[src/rtl/if_fetch_pkg.sv]
// Shared definitions for the instruction-fetch stage: reset/bus constants,
// fetch FSM state encodings and the byte-lane helper.
package if_fetch_pkg;

  localparam logic        RstEnable   = 1'b1;
  localparam int          InstAddrBus = 32;
  localparam int          InstBus     = 32;
  localparam logic [31:0] ZeroWord    = 32'h0000_0000;

  typedef enum logic [2:0] {
    IF_S_I0   = 3'd0,
    IF_S_I1   = 3'd1,
    IF_S_I2   = 3'd2,
    IF_S_I3   = 3'd3,
    IF_S_W3   = 3'd4,
    IF_S_DONE = 3'd5
  } if_state_e;

  // Byte offset from pc issued in each issue state.
  function automatic logic [1:0] issue_offset(input if_state_e s);
    case (s)
      IF_S_I1: return 2'd1;
      IF_S_I2: return 2'd2;
      IF_S_I3: return 2'd3;
      default: return 2'd0;
    endcase
  endfunction

endpackage

[src/rtl/if_fetch_icache.sv]
// if_icache: direct-mapped word cache for the fetch stage. Hit is combinational
// from the lookup pc; data/tag arrays are written on the clock, valid bits reset.
module if_icache
  import if_fetch_pkg::*;
#(
  parameter int CACHE_LINES = 64
) (
  input  logic               clk,
  input  logic               rst,
  input  logic [31:2]        i_lookup_pc,
  output logic               o_hit,
  output logic [InstBus-1:0] o_data,
  input  logic               i_fill_en,
  input  logic [31:2]        i_fill_pc,
  input  logic [InstBus-1:0] i_fill_data
);

  localparam int IDX_W = $clog2(CACHE_LINES);
  localparam int TAG_W = 30 - IDX_W;

  logic [TAG_W-1:0]       r_tag  [CACHE_LINES];
  logic [InstBus-1:0]     r_data [CACHE_LINES];
  logic [CACHE_LINES-1:0] r_valid;

  logic [IDX_W-1:0] w_lookup_idx;
  logic [TAG_W-1:0] w_lookup_tag;
  logic [IDX_W-1:0] w_fill_idx;
  logic [TAG_W-1:0] w_fill_tag;

  assign w_lookup_idx = i_lookup_pc[IDX_W+1:2];
  assign w_lookup_tag = i_lookup_pc[31:IDX_W+2];
  assign w_fill_idx   = i_fill_pc[IDX_W+1:2];
  assign w_fill_tag   = i_fill_pc[31:IDX_W+2];

  assign o_hit  = r_valid[w_lookup_idx] && (r_tag[w_lookup_idx] == w_lookup_tag);
  assign o_data = r_data[w_lookup_idx];

  always_ff @(posedge clk) begin
    if (i_fill_en) begin
      r_tag[w_fill_idx]  <= w_fill_tag;
      r_data[w_fill_idx] <= i_fill_data;
    end
  end

  for (genvar gi = 0; gi < CACHE_LINES; gi++) begin : g_valid
    always_ff @(posedge clk) begin
      if (rst == RstEnable) begin
        r_valid[gi] <= 1'b0;
      end else if (i_fill_en && (w_fill_idx == IDX_W'(gi))) begin
        r_valid[gi] <= 1'b1;
      end
    end
  end

endmodule

[src/rtl/if_fetch.sv]
// if_fetch: owns the PC and assembles little-endian 32-bit instructions from a
// byte-wide memory port. Optional instruction cache enabled by IF_ICACHE_EN.
module if_fetch
  import if_fetch_pkg::*;
#(
  parameter logic [31:0] RESET_PC    = 32'h0000_0000,
  parameter int          CACHE_LINES = 64
) (
  input  logic                   clk,
  input  logic                   rst,
  input  logic                   rdy,
  input  logic [4:0]             stall,
  input  logic                   use_npc,
  input  logic [InstAddrBus-1:0] npc_addr,
  input  logic                   mem_busy,
  input  logic [7:0]             mem_din,
  output logic [InstAddrBus-1:0] mem_addr,
  output logic                   mem_req,
  output logic                   if_stall_req,
  output logic [InstAddrBus-1:0] if_pc,
  output logic [InstBus-1:0]     if_inst
);

  if_state_e              r_state;
  if_state_e              w_state_next;
  logic [InstAddrBus-1:0] r_pc;
  logic [InstBus-1:0]     r_buf;
  logic [InstBus-1:0]     w_buf_next;
  logic                   r_inflight;
  logic [1:0]             r_inflight_lane;

  logic               w_is_issue_state;
  logic               w_issue;
  logic               w_capture;
  logic               w_done;
  logic               w_hit;
  logic [InstBus-1:0] w_cache_data;
  logic               w_unused_stall;

  assign w_unused_stall = ^{stall[4:2], stall[0]};

  assign w_is_issue_state = (r_state == IF_S_I0) || (r_state == IF_S_I1) ||
                            (r_state == IF_S_I2) || (r_state == IF_S_I3);

`ifdef IF_ICACHE_EN
  logic w_cache_hit;
  logic w_fill_en;

  // A fill needs the last byte in flight and no redirect discarding it.
  assign w_fill_en = rdy && (rst != RstEnable) && !use_npc &&
                     (r_state == IF_S_W3) && r_inflight;

  if_icache #(
    .CACHE_LINES(CACHE_LINES)
  ) u_icache (
    .clk         (clk),
    .rst         (rst),
    .i_lookup_pc (r_pc[31:2]),
    .o_hit       (w_cache_hit),
    .o_data      (w_cache_data),
    .i_fill_en   (w_fill_en),
    .i_fill_pc   (r_pc[31:2]),
    .i_fill_data ({mem_din, r_buf[23:0]})
  );

  assign w_hit = (r_state == IF_S_I0) && w_cache_hit;
`else
  logic w_unused_cache_lines;
  assign w_unused_cache_lines = (CACHE_LINES == 0);
  assign w_hit        = 1'b0;
  assign w_cache_data = ZeroWord;
`endif

  // Redirect, reset, freeze and a cache hit all suppress a new memory read.
  assign w_issue   = w_is_issue_state && !mem_busy && !use_npc && rdy &&
                     (rst != RstEnable) && !w_hit;
  assign w_capture = r_inflight && !use_npc;

  always_ff @(posedge clk) begin
    if (rst == RstEnable) begin
      r_state <= IF_S_I0;
    end else if (rdy) begin
      r_state <= w_state_next;
    end
  end

  always_comb begin
    w_state_next = r_state;
    if (use_npc) begin
      w_state_next = IF_S_I0;
    end else begin
      case (r_state)
        IF_S_I0: begin
          if (w_hit)          w_state_next = IF_S_DONE;
          else if (!mem_busy) w_state_next = IF_S_I1;
        end
        IF_S_I1:   if (!mem_busy) w_state_next = IF_S_I2;
        IF_S_I2:   if (!mem_busy) w_state_next = IF_S_I3;
        IF_S_I3:   if (!mem_busy) w_state_next = IF_S_W3;
        IF_S_W3:   w_state_next = IF_S_DONE;
        IF_S_DONE: if (!stall[1]) w_state_next = IF_S_I0;
        default:   w_state_next = IF_S_I0;
      endcase
    end
  end

  always_comb begin
    w_done       = (r_state == IF_S_DONE) && !use_npc && (rst != RstEnable);
    mem_req      = w_issue;
    mem_addr     = w_issue ? (r_pc + {30'd0, issue_offset(r_state)}) : ZeroWord;
    if_stall_req = !w_done;
    if_pc        = w_done ? r_pc : ZeroWord;
    if_inst      = w_done ? r_buf : ZeroWord;
  end

  for (genvar gi = 0; gi < 4; gi++) begin : g_lane
    assign w_buf_next[gi*8 +: 8] =
        (w_capture && (r_inflight_lane == 2'(gi))) ? mem_din :
        (w_hit && !use_npc)                        ? w_cache_data[gi*8 +: 8] :
                                                     r_buf[gi*8 +: 8];
  end

  always_ff @(posedge clk) begin
    if (rst == RstEnable) begin
      r_pc            <= RESET_PC;
      r_buf           <= ZeroWord;
      r_inflight      <= 1'b0;
      r_inflight_lane <= 2'd0;
    end else if (rdy) begin
      r_buf           <= w_buf_next;
      r_inflight      <= w_issue;
      r_inflight_lane <= issue_offset(r_state);
      if (use_npc) begin
        r_pc <= npc_addr;
      end else if ((r_state == IF_S_DONE) && !stall[1]) begin
        r_pc <= r_pc + 32'd4;
      end
    end
  end

endmodule

[config.mk]
export PLATFORM = sky130hd
export DESIGN_NAME = if_fetch
export DESIGN_NICKNAME = d
export VERILOG_FILES = /design/src/rtl/if_fetch_pkg.sv /design/src/rtl/if_fetch_icache.sv /design/src/rtl/if_fetch.sv
export SDC_FILE = /design/constraint.sdc
export NUM_CORES = 1
export LEC_CHECK = 0
export ABC_AREA = 1
export CORE_UTILIZATION = 48
export DETAILED_ROUTE_END_ITERATION = 8
export PLACE_DENSITY = 0.89
export SLEW_MARGIN = 20
export SYNTH_ARGS = -nofsm -noshare
export SYNTH_HDL_FRONTEND = slang
export SYNTH_SLANG_ARGS = --single-unit
[constraint.sdc]
create_clock -name clk -period 2.5 [get_ports clk]
set_input_delay 0.375 -clock clk [delete_from_list [all_inputs] [get_ports clk]]
set_output_delay 0.375 -clock clk [all_outputs]
set_load 0.005 [all_outputs]
======== After elaboration in Yosys (flattened, before gate mapping) ========
Index checks and enable logic that the tools add are counted.
word-level totals
  register bits ........................... 70
  input port bits ......................... 50
  output and inout port bits .............. 98
  word-level logic and storage cells ...... 65
cells by class
  add/subtract/negate cells ............... 2
  equal/unequal tests ..................... 13
  multiplexer cells ....................... 13
  bitwise gates (word level) .............. 1
  reduce and logical (&&, ||, !) cells .... 28
operators with widths
  kind                                                 count
  two-way mux 32 bit                                   5
  adder 32 x 2 -> 32 bit                               1
  adder 32 x 3 -> 32 bit, second input constant        1
  two-way mux 3 bit                                    6
  one-hot mux 3 bit (6 select lines)                   1
  inequality test 3 bit, second input constant         5
  logical AND 1 bit                                    12
  AND reduction 2 bit                                  5
  equality test 3 x 2 -> 1 bit, second input constant  2
  equality test 3 bit, second input constant           2
  one-hot mux 2 bit (3 select lines)                   1
  AND reduction 6 bit                                  1
  equality test 2 bit, second input constant           2
  logical NOT 1 bit                                    4
  equality test 3 x 1 -> 1 bit, second input constant  1
  logical NOT 3 bit                                    1
  logical OR 1 bit                                     3
  equality test 2 x 1 -> 1 bit, second input constant  1
  logical NOT 2 bit                                    1
  nonzero test 2 bit                                   1
  inverter 1 bit                                       1

======== Logic depth before layout (Yosys ltp) ========
Gate-level depths: netlist of the first run.
  depth after elaboration ................. 9
  gate-level depth with buffers ........... 14
  gate-level depth less buffers ........... 14

======== Worst setup path after synthesis of the first run ========
Ideal clock, no wire load.
  kind .................................... flip-flop to output port
  start point ............................. register r_state[0]
  end point ............................... output mem_addr[16]
  data arrival time ....................... 1,951 ps
  required time ........................... 2,125 ps
  path slack .............................. 174 ps
  stages on the path, launching flop included .. 14
  buffers on the path ..................... 0
  path through ............................ dfxtp_1 -> inv_1 -> nor2_1 -> ha_1 -> fa_1 -> nand2_1 -> nor2_1 -> nand2_1 -> inv_1 -> nand2_1 -> inv_1 -> nand2_1 -> o21ai_0 -> a21oi_1
on the way
  word-level cells in the longest chain between the ends .. 9
  elaborated cells between the ends (all ways) .. 14
  those cells by class .................... 1 x add/sub; 3 x eq/ne; 2 x mux; 8 x reduce/logical
ends and longest elaborated chain
  item                                                            RTL line         text
  start: declaration                                              if_fetch.sv:24   if_state_e r_state;
  start signal: assignment                                        if_fetch.sv:83   r_state <= w_state_next;
  branches (longest 8 deep; another with adder 32 x 2 -> 32 bit)  --
  two-way mux 32 bit *                                            if_fetch.sv:110  mem_addr = w_issue ? (r_pc + {30'd0, issue_offset(r_state)}) : ZeroWord;
  end: declaration                                                if_fetch.sv:17   output logic [InstAddrBus-1:0] mem_addr,
Mark *: on every way between the ends.

======== Worst setup path in the final report of the first run ========
  start point ............................. register r_state[0]
  end point ............................... output mem_addr[11]
Same word-level chain as after synthesis.

==> results.sh, run 1 <==
export IMPL_status="complete, but fails checks"
export IMPL_violations="design-rule violations, negative setup slack"
export IMPL_grt_overflow=0
export IMPL_rsz0062_at_grt="yes"
export IMPL_place_area_um2=6634
export IMPL_io_pins=148
export IMPL_design_area_um2=7761
export IMPL_drtAntennaViolNets=0
export IMPL_tns_ns=-3.754
export IMPL_first_iter_violations=1008
export IMPL_via_per_inst=6.106
export IMPL_r2r_setup_slack_ns=0.50
export IMPL_critPathSlowestCell="dfxtp_2"
export IMPL_place_ws_ns=-0.3644
export IMPL_synth_edf_count=0
export IMPL_place_gp_congestion=0.9896
export IMPL_timing_final_hold_violations=0
export IMPL_worstSetupEndpoint="mem_addr[11]"
export IMPL_r2r_end="r_pc[16]$_SDFFE_PP0P_"
export IMPL_crit_start="r_state[0]$_SDFFE_PP0P_"
export IMPL_grt_pass1_vias=5838
export IMPL_max_vdd_ir_drop_mv=0.2779
export IMPL_p_switching_w=0.0008178
export IMPL_slew_violations=0
export IMPL_synth_cell_types=39
export IMPL_rows=36
export IMPL_ctsHoldBuffers=0
export IMPL_cp_start_kind="flip-flop"
export IMPL_p_comb_share_pct=17.6
export IMPL_core_area_um2=9774
export IMPL_p_sw_share_pct=32.15
export IMPL_layout_nets=1066
export IMPL_die_area_um2=10450
export IMPL_r2r_start="r_pc[2]$_SDFFE_PP0P_"
export IMPL_worstSkewPairLatency_ns=0.36
export IMPL_ctsHtreeMaxLevel=3
export IMPL_n_antenna_cell=0
export IMPL_vias=7022
export IMPL_place_inst=1083
export IMPL_portBuffers=143
export IMPL_clock_power_share_pct=35.2
export IMPL_period_share_pct=110.0
export IMPL_seq_area_frac_synth_pct=29.05
export IMPL_wl_per_cell_um=20.69
export IMPL_initial_core_util_pct=49.35
export IMPL_async_flop_share_pct=0
export IMPL_clock_sinks=70
export IMPL_worstPathRequired_ns=2.12
export IMPL_drv_cap=0
export IMPL_antenna_found_initial=1
export IMPL_root_buffer="clkbuf_8"
export IMPL_synth_ff_type="dfxtp_1"
export IMPL_yosysWarnings=0
export IMPL_final_cells=1150
export IMPL_die_y_um=102.2
export IMPL_setup_viol=32
export IMPL_min_path_type="flip-flop to flip-flop"
export IMPL_dp_hpwl_mm=12.24
export IMPL_syn_avg_cell_area_um2=6.082
export IMPL_syn_to_final_growth_pct=60.91
export IMPL_finalCriticalPeriod_ns=2.751
export IMPL_p_total_w=0.002544
export IMPL_p_leak_nw=3.564
export IMPL_critPathKind="flip-flop to output port"
export IMPL_netlist_area_um2=4823
export IMPL_drtPass1Iterations=9
export IMPL_end_kind="output port"
export IMPL_synthCells=793
export IMPL_cp_slowest_stage_delay_ns=0.36
export IMPL_tightest_slew_ns=0.5215
export IMPL_pwr_share_seq_pct=47.2
export IMPL_critical_path_max_fanout=4
export IMPL_cts_tree="done"
export IMPL_slew_limit_headroom_pct=65.23
export IMPL_numCtsBuffers=9
export IMPL_grt_max_degree=57
export IMPL_clock_skew_ns=0.01139
export IMPL_drt_wl_total_mm=23.79
export IMPL_synth_fp_nets=847
export IMPL_die_w_um=102.2
export IMPL_critical_path_cell_chain="inv_2 > nor2_4 > inv_2 > a21oi_4 > ha_4 > a21oi_4 > inv_4 > nand2_4 > inv_4 > nand2_4 > nor2_4 > a21oi_2 > o21a_1 > buf_2"
export IMPL_internal_power_w=0.001726
export IMPL_final_layout_size_suffix_gt1_share_pct=29.89
export IMPL_grt_pass1_wl_mm=30.59
export IMPL_ff2ff_path_depth=10
export IMPL_clock_path_buffers=2
export IMPL_clk_pin_slew_worst_paths_ns=0.08
export IMPL_crit_arrival_ns=2.38
export IMPL_power_density_nw_per_um2=327.8
export IMPL_drc_errors=56
export IMPL_grtUsageTotal_pct=38.54
export IMPL_synth_seq_cells=70
export IMPL_setup_slack_ns=-0.2510
export IMPL_max_freq_mhz=363.5
## synthesized netlist by cell type (3+ instances only)
cell type	instances	area, µm²
nand2_2	9	56.30
inv_1	101	379.1
buf_2	17	85.08
nor2_2	18	112.6
buf_4	5	37.54
a21oi_1	97	485.5
nor2_1	119	446.7
o21ai_1	5	25.02
nand4_1	5	31.28
nand2_4	3	33.78
a31oi_1	6	37.54
inv_2	5	18.77
nand3_1	44	220.2
clkbuf_1	11	41.29
nor2_4	5	56.30
o21ai_0	78	390.4
nor3_1	21	105.1
ha_1	3	37.54
buf_6	5	56.30
nor3_2	3	30.03
xor2_1	3	26.28
nand2_1	140	525.5
dfxtp_1	70	1401
## worst max-delay path: cells and delay by family, from the launching register on
family	cells	cell delay, ns
AOI/OAI and AO/OA	4	0.66
adders and majority gates	1	0.24
buffers and inverters	5	0.39
DFF	1	0.36
and+or+nand+nor	4	0.37
## timing repair
action | 4_1_cts | 5_1_grt
setup buffers | 30 | 17
gates cloned | 8 | 1
resized for setup | 223 | 169
pin swaps | 32 | 34
setup endpoints to repair | 96 | 96
## how the worst min path moves through the flow
stage	start	to	slack (ns)	cells after the start
2_1_floorplan	r_buf[0]$_SDFFE_PP0P_	r_buf[0]$_SDFFE_PP0P_	0.43	2
3_3_place_gp	r_buf[25]$_SDFFE_PP0P_	r_buf[25]$_SDFFE_PP0P_	0.44	2
3_5_place_dp	r_buf[10]$_SDFFE_PP0P_	r_buf[10]$_SDFFE_PP0P_	0.44	2
4_1_cts	r_buf[10]$_SDFFE_PP0P_	r_buf[10]$_SDFFE_PP0P_	0.46	2
5_1_grt	r_buf[10]$_SDFFE_PP0P_	r_buf[10]$_SDFFE_PP0P_	0.47	2
6_report	r_buf[10]$_SDFFE_PP0P_	r_buf[10]$_SDFFE_PP0P_	0.46	2
## per-layer routing
metal / vias to the layer above / global-route usage (%) / part of all wire [%]
met5: - / 0 / 0.067
met3: 216 / 8.003 / 14
met4: 2 / 17.14 / 8.1
met1: 3106 / 51.32 / 35
li1: 2996 / - / -
met2: 702 / 60.09 / 42
## power by group through the flow
stage	logic [W]	clock network, W	registers, W
after floorplan	0.000201	0	0.00121
after global placement	0.000361	0	0.00121
after detailed placement	0.000367	0	0.00121
after CTS	0.000381	0.000873	0.00119
after global routing	0.000472	0.000933	0.00120
final	0.000448	0.000897	0.00120
## state kept, by name, summed over array words and instances, names as in the netlist
signal and flops:
r_buf 32, r_inflight 1, r_inflight_lane 2, r_pc 32, r_state 3
## stage by stage
stage / util (%) / hold WS, ns
3_3_place_gp: 67.87 / 0.4413
5_1_grt: 79.40 / 0.4682
3_5_place_dp: 67.87 / 0.4435
2_1_floorplan: - / 0.4300
6_report: 79.40 / 0.4570
4_1_cts: 75.18 / 0.4560
## final cells by class
type | instances | area [µm²]
clock buffer | 10 | 137.6
timing repair buffer | 246 | 2377
fill | 626 | 2013
inverter | 109 | 426.7
tap | 133 | 166.4
multi-input combinational | 576 | 3188
clock inverter | 6 | 45.04
sequential | 70 | 1420
## cell families (layout without fill, tap and decap cells)
group / after synthesis / after routing / share of synthesized area [%]
XOR/XNOR: 4 / 4 / 0.8822
buffers and inverters: 147 / 371 / 13.10
AND/OR/NAND/NOR: 374 / 374 / 34.84
adder cells (fa/ha/maj): 4 / 4 / 1.193
flip-flops: 70 / 70 / 29.05
AO/OA/AOI/OAI: 194 / 194 / 20.93
## placed cells by master, fill, tap and decap left out, types with 35 or more instances in the layout
cell type        synthesis  routed
dfxtp_1                 70      59
buf_2                   17      35
buf_4                    5      66
nor2_1                 119      97
nand2_1                140     131
clkdlybuf4s50_1          0      48
nand3_1                 44      41
inv_1                  101      90
a21oi_1                 97      88
o21ai_0                 78      69
Note: power is estimated with default switching activity, not from simulation.
==> inputs of run 2 (changes only) <==
Settings changed: ABC_CLOCK_PERIOD_IN_PS set to 2500.
==> results of run 2 <==
Final layout, timing and power as in run 1 (identical DEF).
